[src/rtl/slow_clock_monitor.sv]
// Observes a divided clock from the fast clk domain: edge ticks, period/high-time
// measurement with a valid/ready output, and lock/mismatch tracking against factor.
module slow_clock_monitor #(
   parameter int N          = 32,
   parameter int LOCK_COUNT = 4
) (
   input  logic         clk,
   input  logic         RESET_SIM_N,
   input  logic         enable,
   input  logic         slow_clock,
   input  logic [N-1:0] factor,
   output logic         rise_tick,
   output logic         fall_tick,
   output logic [N-1:0] period,
   output logic [N-1:0] high_time,
   output logic         meas_valid,
   input  logic         meas_ready,
   output logic         locked,
   output logic         mismatch,
   output logic         overrun
);

   localparam int MW = (LOCK_COUNT < 1) ? 1 : $clog2(LOCK_COUNT + 1);
   localparam logic [MW-1:0] LOCK_TARGET = MW'(LOCK_COUNT);
   localparam logic [N-1:0]  CNT_MAX     = {N{1'b1}};

   typedef enum logic [1:0] {
      IDLE    = 2'd0,
      ACQUIRE = 2'd1,
      LOCKED  = 2'd2
   } state_t;

   state_t          state_q, state_d;
   logic            s1_q, s2_q, s3_q;
   logic            riseTick_q, fallTick_q;
   logic [N-1:0]    cnt_q, cnt_d;
   logic [N-1:0]    hiCap_q, hiCap_d;
   logic [MW-1:0]   matchCtr_q, matchCtr_d;
   logic [N-1:0]    period_q, period_d;
   logic [N-1:0]    highTime_q, highTime_d;
   logic            measValid_q, measValid_d;
   logic            locked_q, locked_d;
   logic            mismatch_q, mismatch_d;
   logic            overrun_q, overrun_d;

   logic            riseCond;
   logic            fallCond;
   logic            periodMatch;
   logic            timeoutHit;
   logic            capture;
   logic [N:0]      twoFactor;
   logic [N-1:0]    cntInc;
   logic [MW-1:0]   matchInc;

   // The synchronizer and tick registers run regardless of enable, so a tick
   // already in flight when enable drops still shows up.
   always_ff @(posedge clk or negedge RESET_SIM_N) begin
      if (!RESET_SIM_N) begin
         s1_q       <= 1'b0;
         s2_q       <= 1'b0;
         s3_q       <= 1'b0;
         riseTick_q <= 1'b0;
         fallTick_q <= 1'b0;
      end else begin
         s1_q       <= slow_clock;
         s2_q       <= s1_q;
         s3_q       <= s2_q;
         riseTick_q <= s2_q & ~s3_q;
         fallTick_q <= ~s2_q & s3_q;
      end
   end

   assign riseCond    = s2_q & ~s3_q;
   assign fallCond    = ~s2_q & s3_q;
   assign twoFactor   = {factor, 1'b0};
   assign periodMatch = (cnt_q == factor) && (hiCap_q == (factor >> 1));
   assign timeoutHit  = (factor > N'(1)) && ({1'b0, cnt_q} >= twoFactor);
   assign capture     = enable && riseCond && (state_q != IDLE);
   assign cntInc      = (cnt_q == CNT_MAX) ? cnt_q : cnt_q + N'(1);
   assign matchInc    = matchCtr_q + MW'(1);

   always_ff @(posedge clk or negedge RESET_SIM_N) begin
      if (!RESET_SIM_N) begin
         state_q     <= IDLE;
         cnt_q       <= '0;
         hiCap_q     <= '0;
         matchCtr_q  <= '0;
         period_q    <= '0;
         highTime_q  <= '0;
         measValid_q <= 1'b0;
         locked_q    <= 1'b0;
         mismatch_q  <= 1'b0;
         overrun_q   <= 1'b0;
      end else begin
         state_q     <= state_d;
         cnt_q       <= cnt_d;
         hiCap_q     <= hiCap_d;
         matchCtr_q  <= matchCtr_d;
         period_q    <= period_d;
         highTime_q  <= highTime_d;
         measValid_q <= measValid_d;
         locked_q    <= locked_d;
         mismatch_q  <= mismatch_d;
         overrun_q   <= overrun_d;
      end
   end

   // The counter is measured against factor on the rise cycle itself, before it
   // reloads to 1, so a matched divider yields period == factor exactly.
   always_comb begin
      state_d     = state_q;
      cnt_d       = cnt_q;
      hiCap_d     = hiCap_q;
      matchCtr_d  = matchCtr_q;
      period_d    = period_q;
      highTime_d  = highTime_q;
      measValid_d = measValid_q;
      locked_d    = locked_q;
      mismatch_d  = 1'b0;
      overrun_d   = overrun_q;

      if (fallCond) begin
         hiCap_d = cnt_q;
      end

      if (!enable) begin
         state_d    = IDLE;
         cnt_d      = '0;
         matchCtr_d = '0;
         locked_d   = 1'b0;
         overrun_d  = 1'b0;
      end else begin
         unique case (state_q)
            IDLE: begin
               matchCtr_d = '0;
               if (riseCond) begin
                  cnt_d   = N'(1);
                  state_d = ACQUIRE;
               end else begin
                  cnt_d = '0;
               end
            end
            ACQUIRE: begin
               if (riseCond) begin
                  cnt_d = N'(1);
                  if (periodMatch) begin
                     matchCtr_d = matchInc;
                     if (matchInc == LOCK_TARGET) begin
                        state_d  = LOCKED;
                        locked_d = 1'b1;
                     end
                  end else begin
                     matchCtr_d = '0;
                  end
               end else if (timeoutHit) begin
                  mismatch_d = 1'b1;
                  locked_d   = 1'b0;
                  matchCtr_d = '0;
                  cnt_d      = '0;
                  state_d    = IDLE;
               end else begin
                  cnt_d = cntInc;
               end
            end
            LOCKED: begin
               if (riseCond) begin
                  cnt_d = N'(1);
                  if (!periodMatch) begin
                     mismatch_d = 1'b1;
                     locked_d   = 1'b0;
                     matchCtr_d = '0;
                     state_d    = ACQUIRE;
                  end
               end else if (timeoutHit) begin
                  mismatch_d = 1'b1;
                  locked_d   = 1'b0;
                  matchCtr_d = '0;
                  cnt_d      = '0;
                  state_d    = IDLE;
               end else begin
                  cnt_d = cntInc;
               end
            end
            default: begin
               state_d    = IDLE;
               cnt_d      = '0;
               matchCtr_d = '0;
               locked_d   = 1'b0;
            end
         endcase
      end

      // A fresh pair may replace the held one only if the slot is empty or
      // being drained this cycle; otherwise the new pair is lost.
      if (capture) begin
         if (!measValid_q || meas_ready) begin
            period_d    = cnt_q;
            highTime_d  = hiCap_q;
            measValid_d = 1'b1;
         end else begin
            overrun_d = 1'b1;
         end
      end else if (measValid_q && meas_ready) begin
         measValid_d = 1'b0;
      end
   end

   assign rise_tick  = riseTick_q;
   assign fall_tick  = fallTick_q;
   assign period     = period_q;
   assign high_time  = highTime_q;
   assign meas_valid = measValid_q;
   assign locked     = locked_q;
   assign mismatch   = mismatch_q;
   assign overrun    = overrun_q;

endmodule
[config.mk]
export PLATFORM = sky130hd
export DESIGN_NAME = slow_clock_monitor
export DESIGN_NICKNAME = d
export VERILOG_FILES = /design/src/rtl/slow_clock_monitor.sv
export SDC_FILE = /design/constraint.sdc
export NUM_CORES = 1
export LEC_CHECK = 0
export BUFFER_PORTS_ARGS = -buffer_cell sky130_fd_sc_hd__buf_2
export CORE_MARGIN = 10
export CORE_UTILIZATION = 50
export DETAILED_ROUTE_END_ITERATION = 16
export GPL_TIMING_DRIVEN = 0
export MAX_ROUTING_LAYER = met4
export PLACE_DENSITY = 0.77
export SLEW_MARGIN = 40
export SYNTH_ARGS = -nofsm -noshare
export SYNTH_HDL_FRONTEND = slang
export SYNTH_SLANG_ARGS = --single-unit
[constraint.sdc]
create_clock -name clk -period 4.8 [get_ports clk]
set_clock_uncertainty 0.15 [all_clocks]
set_input_delay 0.72 -clock clk [delete_from_list [all_inputs] [get_ports clk]]
set_output_delay 0.72 -clock clk [all_outputs]
set_load 0.02 [all_outputs]
==> results.sh <==
export IMPL_status="finished, final reports clean"
export IMPL_synth_seq_cells=142
export IMPL_grt_pass1_vias=6087
export IMPL_gp_congestion=0.985
export IMPL_startpoint_type="flip-flop"
export IMPL_cp_cell_sequence="ha_1, and3_1, a221oi_1, o21ai_0, a221oi_1, o22a_2, nand2_1, clkbuf_1, o21ai_0"
export IMPL_syn_nets=777
export IMPL_dp_hpwl_um=16600
export IMPL_synth_async_sr_flop_share=1.00
export IMPL_slowest_delay_ps=550
export IMPL_slew_viol_final=0
export IMPL_die_area_um2=20400
export IMPL_fp_dieH_um=143
export IMPL_multi_input_area_um2=3670
export IMPL_max_clock_freq_mhz=290
export IMPL_synth_top_area_cell="dfrtp_1"
export IMPL_cts_root_buf="clkbuf_16"
export IMPL_synth_edf_count=0
export IMPL_hold_violations=0
export IMPL_layout_drive_gt1_share=0.302
export IMPL_cts_sinks=142
export IMPL_finalCriticalPeriod_ps=3450
export IMPL_grt_overflow=0
export IMPL_synth_cell_types=64
export IMPL_port_buffers=104
export IMPL_cts_setup_buffers=0
export IMPL_cellPowerDensity_nw_per_um2=331
export IMPL_core_um2=14600
export IMPL_ir_drop_v=0.000217
export IMPL_holdWs_ps=91.0
export IMPL_syn_avg_cell_area_um2=10.7
export IMPL_critPathSlowestCell="dfrtp_1"
export IMPL_regArea_um2=3550
export IMPL_synthTopCellsByCount="142 x dfrtp_1, 82 x mux2_2, 51 x o21ai_0, 47 x inv_1, 39 x nand2_1"
export IMPL_fill_cells=1242
export IMPL_cap_violations=0
export IMPL_hp_class="primary input to asynchronous set/reset pin"
export IMPL_pin_count=107
export IMPL_antenna_found_initial=0
export IMPL_vias=6115
export IMPL_wirelength_um=21900
export IMPL_insertion_delay_ps=430
export IMPL_cts_resized=0
export IMPL_tightest_slew_ps=739
export IMPL_synthMostInstantiatedCell="dfrtp_1"
export IMPL_synth_cells=702
export IMPL_cts_hold_repair_buffers=0
export IMPL_setup_viol=0
export IMPL_grt_pass1_wl_um=34300
export IMPL_required_ps=4980
export IMPL_ys_flop_type="dfrtp_1"
export IMPL_clk_pin_slew_worst_paths_ps=60
export IMPL_tns_ps=0
export IMPL_path_max_fanout=10
export IMPL_critPathCaptureType="flip-flop"
export IMPL_grt_usage=0.226
export IMPL_rsz0062_at_grt="false"
export IMPL_arrival_ps=3640
export IMPL_first_pass_iters=5
export IMPL_path_class="flip-flop to flip-flop"
export IMPL_final_core_util=0.611
export IMPL_die_x_um=143
export IMPL_area_growth_synth_to_final_pct=18.5
export IMPL_cellLeakagePower_nw=4.53
export IMPL_ant_nets=0
export IMPL_grt_max_degree=74
export IMPL_rows=44
export IMPL_fin_total_pwr_mw=2.96
export IMPL_drc=0
export IMPL_synth_top_area_frac=0.471
export IMPL_cts_tree="yes"
export IMPL_wire_per_inst_um=21.4
export IMPL_max_slew_margin=0.503
export IMPL_cts_buffer_depth=2
export IMPL_synth_area_leaders="dfrtp_1 47%, mux2_2 12%, ha_1 6.3%"
export IMPL_fin_nets=901
export IMPL_antenna_cells=0
export IMPL_synth_area_um2=7550
export IMPL_timing_final_crit_share=0.719
export IMPL_h_tree_depth=4
export IMPL_vias_per_cell=5.98
export IMPL_synth_seq_area_share=0.471
export IMPL_drt_iter0_drc=539
export IMPL_yosysWarnings=0
export IMPL_cts_made_buffers=17
export IMPL_initial_core_util=0.515
-- stage by stage --
step / setup WS (ps) / cells / instance area [µm²]
after floorplan: 1810 / 702 / 7550
after detailed placement: 1060 / 991 / 8330
after CTS: 1410 / 1023 / 8940
after global placement: 886 / 990 / 8300
final: 1350 / 1023 / 8940
after global routing: 1080 / 1023 / 8940
-- state kept, by name, indices dropped and copies added (netlist names) --
name / flops
cnt_q: 32
hiCap_q: 32
high_time: 32
period: 32
matchCtr_q: 3
state_q: 2
fall_tick: 1
locked: 1
meas_valid: 1
mismatch: 1
overrun: 1
rise_tick: 1
s1_q: 1
s2_q: 1
s3_q: 1
-- final timing paths --
check | startpoint | endpoint | slack (ps) | cells after the start
worst max-delay path | cnt_q[26]$_DFFE_PN0P_ | cnt_q[8]$_DFFE_PN0P_ | 1350 | 9
min in group clk | s1_q$_DFF_PN0_ | s2_q$_DFF_PN0_ | 200 | 0
worst min-delay path | RESET_SIM_N | cnt_q[3]$_DFFE_PN0P_ | 90 | 1
max in group asynchronous | RESET_SIM_N | period[12]$_DFFE_PN0P_ | 3670 | 2
worst max register to register | cnt_q[26]$_DFFE_PN0P_ | cnt_q[8]$_DFFE_PN0P_ | 1350 | 9
worst min register to register | s1_q$_DFF_PN0_ | s2_q$_DFF_PN0_ | 200 | 0
-- worst max-delay path: cells and delay by family, from the launching register on --
family          cells  cell delay (ps)
compound gates      5             1550
simple gates        2              440
buf+inv             1              330
flops               1              550
fa+ha+maj           1              320
-- kinds of logic (layout without fill, tap and decap cells) --
family,after synthesis,in the layout,share of synthesized area
AND/OR/NAND/NOR,192,192,0.145
adder cells (fa/ha/maj),38,38,0.0630
buffers and inverters,78,215,0.0424
XOR/XNOR,41,41,0.0476
multiplexers,84,84,0.125
AO/OA/AOI/OAI,127,127,0.106
flip-flops,142,142,0.471
-- cell type report --
class	instances	share of cell area
multi-input combinational	482	0.411
buffer	30	0.0157
inverter	48	0.0201
clock buffer	20	0.0499
timing repair buffer	105	0.0624
sequential	142	0.397
tap	184	0.0257
clock inverter	12	0.0182
-- cell usage in the layout (no fill, tap or decap), drive strengths merged, types with 24 or more instances in the layout --
| cell type | count |
|---|---|
| dfrtp | 142 |
| buf | 120 |
| mux2 | 82 |
| o21ai | 51 |
| inv | 48 |
| nand2 | 39 |
| ha | 38 |
| clkbuf | 35 |
| a21oi | 24 |
| xnor2 | 24 |
-- where the power goes --
part / internal, mW / total [mW] / switching (mW)
clock network: 0.834 / 1.36 / 0.530
registers: 1.22 / 1.25 / 0.0272
logic: 0.122 / 0.346 / 0.224
total: 2.18 / 2.96 / 0.782
-- layer usage --
metal / up-vias / part of all wire / track usage
met5: - / 0 / -
met2: 270 / 0.44 / 0.325
met3: 32 / 0.084 / 0.0474
met4: 0 / 0.023 / 0.0836
li1: 2793 / - / -
met1: 3020 / 0.45 / 0.309
No activity file was read; power rests on OpenSTA's default activity.
